--- src/rtl/popcount_frame_accum.sv ---
// Per-frame bit-density accumulator: popcounts each accepted 32-bit word in a
// registered stage, sums counts and words until LAST, then emits one result.
module popcount_frame_accum #(
  parameter int SUM_W = 16,
  parameter int CNT_W = 16
) (
  input  logic             clk,
  input  logic             rst_n,
  input  logic             i_valid,
  output logic             i_ready,
  input  logic [31:0]      i_data,
  input  logic             i_last,
  output logic             o_valid,
  input  logic             o_ready,
  output logic [SUM_W-1:0] o_sum,
  output logic [CNT_W-1:0] o_words,
  output logic             o_ovf
);

  function automatic logic [5:0] popcount32(input logic [31:0] w);
    logic [5:0] c;
    c = '0;
    for (int i = 0; i < 32; i++) c = c + {5'd0, w[i]};
    return c;
  endfunction

  logic             en;
  logic             xfer;
  logic             s1_valid;
  logic [5:0]       s1_cnt;
  logic             s1_last;
  logic [SUM_W-1:0] acc;
  logic [CNT_W-1:0] wcnt;
  logic             ovf;

  logic [SUM_W:0]   sum_wide;
  logic [CNT_W:0]   wc_wide;
  logic [SUM_W-1:0] sum_n;
  logic [CNT_W-1:0] wc_n;
  logic             ovf_n;
  logic             load;

  // A stalled result freezes the whole pipe, so nothing upstream can be lost.
  assign en      = !(o_valid && !o_ready);
  assign i_ready = rst_n && en;
  assign xfer    = i_valid && i_ready;
  assign load    = en && s1_valid && s1_last;

  assign sum_wide = {1'b0, acc} + {{(SUM_W-5){1'b0}}, s1_cnt};
  assign wc_wide  = {1'b0, wcnt} + {{CNT_W{1'b0}}, 1'b1};

  // NOTE: every always_comb output gets a default first so no path leaves it
  // unassigned; otherwise synthesis infers a latch.
  always_comb begin
    sum_n = sum_wide[SUM_W-1:0];
    wc_n  = wc_wide[CNT_W-1:0];
    ovf_n = ovf;
    if (sum_wide[SUM_W]) begin
      sum_n = '1;
      ovf_n = 1'b1;
    end
    if (wc_wide[CNT_W]) begin
      wc_n  = '1;
      ovf_n = 1'b1;
    end
  end

  // NOTE: sequential state uses non-blocking assignments so every register
  // samples pre-edge values regardless of statement order.
  always_ff @(posedge clk or negedge rst_n) begin
    if (!rst_n) begin
      s1_valid <= 1'b0;
      s1_cnt   <= '0;
      s1_last  <= 1'b0;
    end else if (en) begin
      s1_valid <= xfer;
      if (xfer) begin
        s1_cnt  <= popcount32(i_data);
        s1_last <= i_last;
      end
    end
  end

  always_ff @(posedge clk or negedge rst_n) begin
    if (!rst_n) begin
      acc  <= '0;
      wcnt <= '0;
      ovf  <= 1'b0;
    end else if (en && s1_valid) begin
      if (s1_last) begin
        acc  <= '0;
        wcnt <= '0;
        ovf  <= 1'b0;
      end else begin
        acc  <= sum_n;
        wcnt <= wc_n;
        ovf  <= ovf_n;
      end
    end
  end

  // A new result may load in the same cycle the old one is taken: no bubble.
  always_ff @(posedge clk or negedge rst_n) begin
    if (!rst_n) begin
      o_valid <= 1'b0;
      o_sum   <= '0;
      o_words <= '0;
      o_ovf   <= 1'b0;
    end else if (load) begin
      o_valid <= 1'b1;
      o_sum   <= sum_n;
      o_words <= wc_n;
      o_ovf   <= ovf_n;
    end else if (o_valid && o_ready) begin
      o_valid <= 1'b0;
    end
  end

endmodule

--- config.mk ---
export PLATFORM = sky130hd
export DESIGN_NAME = popcount_frame_accum
export DESIGN_NICKNAME = d
export VERILOG_FILES = /design/src/rtl/popcount_frame_accum.sv
export SDC_FILE = /design/constraint.sdc
export NUM_CORES = 1
export LEC_CHECK = 0
export BUFFER_PORTS_ARGS = -buffer_cell sky130_fd_sc_hd__buf_4
export CORE_MARGIN = 5
export CORE_UTILIZATION = 31
export CTS_CLUSTER_DIAMETER = 80
export DETAILED_ROUTE_END_ITERATION = 8
export PLACE_DENSITY = 0.58
export SKIP_LAST_GASP = 1
export SYNTH_ARGS = -nofsm -noshare
export SYNTH_HDL_FRONTEND = slang
export SYNTH_SLANG_ARGS = --single-unit
--- constraint.sdc ---
create_clock -name clk -period 4.46 [get_ports clk]
set_clock_uncertainty 0.2 [all_clocks]
set_input_delay 0.446 -clock clk [delete_from_list [all_inputs] [get_ports clk]]
set_output_delay 0.446 -clock clk [all_outputs]
set_load 0.1 [all_outputs]
# ---- Word-level counts from Yosys, hierarchy flattened
# Cells that the tools add are included.
dict set report totals {
  ff_bits 75
  in_bits 37
  out_inout_bits 35
  word_cells 63
}
dict set report op_classes {
  addsub 33
  n_mux 9
  bitwise_logic 1
  n_reduce_logical 10
}
# op count
set op_table {}
lappend op_table {{adder 6 x 1 -> 6 bit} 26}
lappend op_table {{two-way mux 16 bit} 4}
lappend op_table {{adder 16 x 1 -> 17 bit (second input constant)} 1}
lappend op_table {{adder 16 x 6 -> 17 bit} 1}
lappend op_table {{adder 5 x 1 -> 6 bit} 1}
lappend op_table {{logical AND 1 bit} 6}
lappend op_table {{adder 4 x 1 -> 5 bit} 1}
lappend op_table {{two-way mux 1 bit} 5}
lappend op_table {{adder 3 x 1 -> 4 bit} 1}
lappend op_table {{adder 2 x 1 -> 3 bit} 1}
lappend op_table {{adder 1 x 1 -> 2 bit} 1}
lappend op_table {{logical NOT 1 bit} 2}
lappend op_table {{AND reduction 2 bit} 1}
lappend op_table {{nonzero test 2 bit} 1}
lappend op_table {{NOT 1 bit} 1}

# ---- Longest topological paths before layout
dict set report logic_depth {
  word_depth 31
  mapped_depth 16
  depth_no_buf 16
}

# ---- Worst setup path before layout
# OpenSTA, ideal clock, no wires.
dict set report synth_timing {
  path_type {input to register}
  startpoint {input port i_data[0]}
  endpoint {register s1_cnt[5]}
  t_arrival_ns 4.479
  t_required_ns 4.129
  path_slack_ns -0.350
  stages 16
  n_path_buf 0
  cell_sequence {inv_1 > fa_1 > fa_1 > inv_1 > fa_1 > fa_1 > fa_1 > inv_1 > fa_1 > inv_1 > ha_1 > a21o_1 > a21oi_1 > nor2b_1 > o21ai_0 > o21ai_0}
}
dict set report synth_via {
  elab_chain_cells 31
}
# item line_no
set synth_lines {}
lappend synth_lines {{from (decl)} 11} ;# input logic [31:0] i_data,
lappend synth_lines {{adder 1 x 1 -> 2 bit} 23} ;# for (int i = 0; i < 32; i++) c = c + {5'd0, w[i]};
lappend synth_lines {{adder 2 x 1 -> 3 bit} 23}
lappend synth_lines {{adder 3 x 1 -> 4 bit} 23}
lappend synth_lines {{adder 4 x 1 -> 5 bit} 23}
lappend synth_lines {{adder 5 x 1 -> 6 bit} 23}
lappend synth_lines {{adder 6 x 1 -> 6 bit (26 in series)} 23}
lappend synth_lines {{to (signal assigned)} 78} ;# s1_cnt <= popcount32(i_data);
lappend synth_lines {{to (decl)} 30} ;# logic [5:0] s1_cnt;
# No other way between the ends.
# A chain may end at the register's enable or synchronous reset.

# ---- Worst setup path in the final report
dict set report layout_timing {
  startpoint {input port i_data[9]}
  endpoint {register s1_cnt[4]}
}
dict set report layout_via {
  elab_chain_cells 23
}
# item line_no
set layout_lines {}
lappend layout_lines {{adder 6 x 1 -> 6 bit (23 in series)} 23}
# No other way between the ends.

==> impl_metrics.toml <==
[route]
top_layer_used = "met4"
vias_per_cell = 4.99
drt_iter0_drc = 323
wl_per_cell_um = 14.2
wl_met1_um = 4730
drt-total-wl_um = 10400
vias = 3637
wl_met2_um = 5210
wl_met3_um = 351
ant_nets = 0
drt-pass1-iter-count = 5
drc = 0

[clock_tree]
numCtsBuffers = 9
clk_latency_ns = 0.34
cts_tree = "built"
root_buffer = "clkbuf_16"
cts_sinks = 75
clock_tree.buffer_depth = 2
h-tree-depth = 3
clkTransAtPathRegs_ns = 0.05

[floorplanning]
start_util = 0.318
io_pins = 72
design.core.area_mm2 = 0.0146
num_rows = 44
die_x_um = 133
die_area_mm2 = 0.0176
die_y_um = 133

[power_and_ir_drop]
p_clk_frac = 0.174
vdd_drop_max_uv = 549
sequentialPowerShare = 0.238
sw_frac_of_total = 0.476
switchingPower_uw = 1990
cell_internal_pwr_uw = 2190
p_leak_uw = 0.00265
powerDensity_mw_per_mm2 = 737
combinationalPowerShare = 0.588

[worst_setup_path]
r2r_slack_ns = 1.60
critPathMaxStageDelay_ns = 0.57
r2r_cells = 6
cp-start-kind = "primary input"
crit_family = "adder cells"
cp_common_cell = "fa_1"
cp_cell_sequence = "buf_6, inv_2, fa_1, fa_2, fa_2, fa_1, fa_1, fa_1, inv_1, ha_2, inv_2, fa_2, inv_1, a21o_1, a21oi_2, xor2_1, o21ai_1"
critical_path_required_ns = 4.48
critical_path_class = "primary input to flip-flop"
crit_fanout = 2
worstReg2RegEnd = "wcnt[7]$_DFFE_PN0P_"
cp-end-kind = "flip-flop"
critPathArrivalTime_ns = 4.55
cp_num_buf_inv = 5
cp_slowest_cell = "fa_1"
r2r_start = "wcnt[0]$_DFFE_PN0P_"

[finish]
n_antenna_cell = 0
area_delta_synth_final_pct = 21.8
drive_gt1_frac = 0.217
ff_latch_area_mm2 = 0.00188
nets = 617
multi_input_area_mm2 = 0.00244
stdcell_area_mm2 = 0.00567
finish.utilization = 0.387
fill_cells = 1507
fin_cells = 729

[logic_synthesis]
yosys.area.top_type_share = 0.403
yosys.area.top_type = "dfrtp_1"
synth-edff-count = 0
async_flop_share = 1.00
syn_inst = 478
synth_cell_types = 49
yosysSeqAreaShare = 0.403
netlist_top_cells_count = "75 x dfrtp_1, 59 x inv_1, 36 x a21oi_1, 36 x nand2_1, 32 x a31oi_1"
synthesis.nets = 554
synth_warnings = 0
synth_ff_type = "dfrtp_1"
ys_seq_elements = 75
synthesis.area_mm2 = 0.00465
postSynthAreaPerCell_um2 = 9.73
synth.area.top_cells = "dfrtp_1 40%, fa_1 11%, inv_1 4.8%, a31oi_1 4.3%, a21oi_1 3.9%"
synth_most_common_cell = "dfrtp_1"

[flow_run]
cap_violations = 0

[global_route]
gr-total-overflow = 0
grt_pass1_vias = 3752
antenna_found_initial = 0
track_usage = 0.124
grt_max_degree = 76
grt_pass1_wl_um = 17900

[timing]
fin_crit_sh = 1.02
hold_viol = 0
rsz0062_at_grt = "yes"
finalCriticalPeriod_ns = 4.54
worst_slew_pin_slew_ns = 1.02
slew_viol_final = 0
final.setup.worst_slack_ns = -0.0798
setup_violations = 2
slew_headroom = 0.320
fmaxAchievable_mhz = 220

[placed_design]
io_buffers = 71
dpl_cell_area_mm2 = 0.00535
dp.final_hpwl_um = 7410
placed_cells = 713
gp_congestion = 0.855

[run_status]
violations = "negative setup slack"
outcome = "finished, violations left"

[worst_hold_path]
hold_class = "primary input to async pin"
## repair_timing
action | in CTS | in global routing
endpoints found under the setup margin | 4 | 5
hold buffers | 0 | 0
buffers inserted | 1 | 0
pin swaps | 2 | 0
resized for setup | 5 | 3
## routing by layer
metal / global-route usage / up-vias
li1: - / 1788
met1: 0.159 / 1789
met2: 0.206 / 51
met3: 0.0380 / 9
met4: 0.0254 / 0
met5: 0 / -
## cell families after synthesis
group | Yosys count | synth area share
flip-flops | 75 | 0.403
buffers and inverters | 86 | 0.0767
XOR/XNOR | 21 | 0.0395
multiplexers | 7 | 0.0172
adder cells (fa/ha/maj) | 39 | 0.145
AND/OR/NAND/NOR | 109 | 0.118
AO/OA/AOI/OAI | 141 | 0.200
## how the worst max path moves through the flow
stage / to / start / cells after the start / slack, ns
floorplan: s1_cnt[4]$_DFFE_PN0P_ / i_data[17] / 16 / -0.23
global placement: s1_cnt[4]$_DFFE_PN0P_ / i_data[17] / 17 / -0.43
detailed placement: s1_cnt[4]$_DFFE_PN0P_ / i_data[17] / 17 / -0.49
CTS: s1_cnt[4]$_DFFE_PN0P_ / i_data[11] / 17 / -0.1
global route: s1_cnt[4]$_DFFE_PN0P_ / i_data[17] / 17 / -0.27
finish: s1_cnt[4]$_DFFE_PN0P_ / i_data[9] / 17 / -0.08
## layout make-up
| type | count | share of cell area |
|---|---|---|
| inverter | 59 | 0.0391 |
| timing repair buffer | 79 | 0.107 |
| tap | 184 | 0.0406 |
| clock buffer | 13 | 0.0459 |
| multi-input combinational | 317 | 0.430 |
| sequential | 75 | 0.331 |
| clock inverter | 2 | 0.00618 |
## state kept, by name (all words and copies together), names as in the netlist
name      cells
o_valid       1
ovf           1
s1_last       1
acc          16
wcnt         16
o_words      16
s1_valid      1
o_sum        16
s1_cnt        6
o_ovf         1
## placed cells by master (no fill, tap or decap), types with 6 or more instances in the layout
| cell | synthesis | final |
|---|---|---|
| dfrtp_1 | 75 | 75 |
| buf_4 | 2 | 75 |
| inv_1 | 59 | 52 |
| nand2_1 | 36 | 36 |
| a21oi_1 | 36 | 34 |
| a31oi_1 | 32 | 32 |
| nor2_1 | 27 | 27 |
| fa_1 | 25 | 22 |
| o21ai_0 | 20 | 18 |
| xnor2_1 | 13 | 13 |
| ha_1 | 14 | 13 |
| clkbuf_16 | 0 | 9 |
| and3_1 | 8 | 8 |
| and4_1 | 8 | 8 |
| xor2_1 | 8 | 8 |
| inv_2 | 0 | 7 |
| a41oi_1 | 7 | 7 |
| a21o_1 | 6 | 6 |
| o21a_1 | 6 | 6 |
## stage by stage
step	TNS [ns]	setup WS (ns)	hold slack (ns)	total power [uW]
final	-0.102	-0.0798	0.136	4180
after global routing	-0.734	-0.267	0.122	4510
after CTS	-0.148	-0.0986	0.128	4250
after detailed placement	-2.05	-0.495	0.272	3470
after global placement	-1.74	-0.429	0.275	3430
after floorplan	-0.529	-0.231	-0.0496	2840
## power groups by stage
stage	clock network, uW	logic [uW]	registers [uW]
2_1_floorplan	0	1100	1740
4_1_cts	748	2500	998
6_report	728	2460	995
3_5_place_dp	0	2460	1010
5_1_grt	777	2710	1020
3_3_place_gp	0	2420	1000
(Power assumes the default switching activity.)
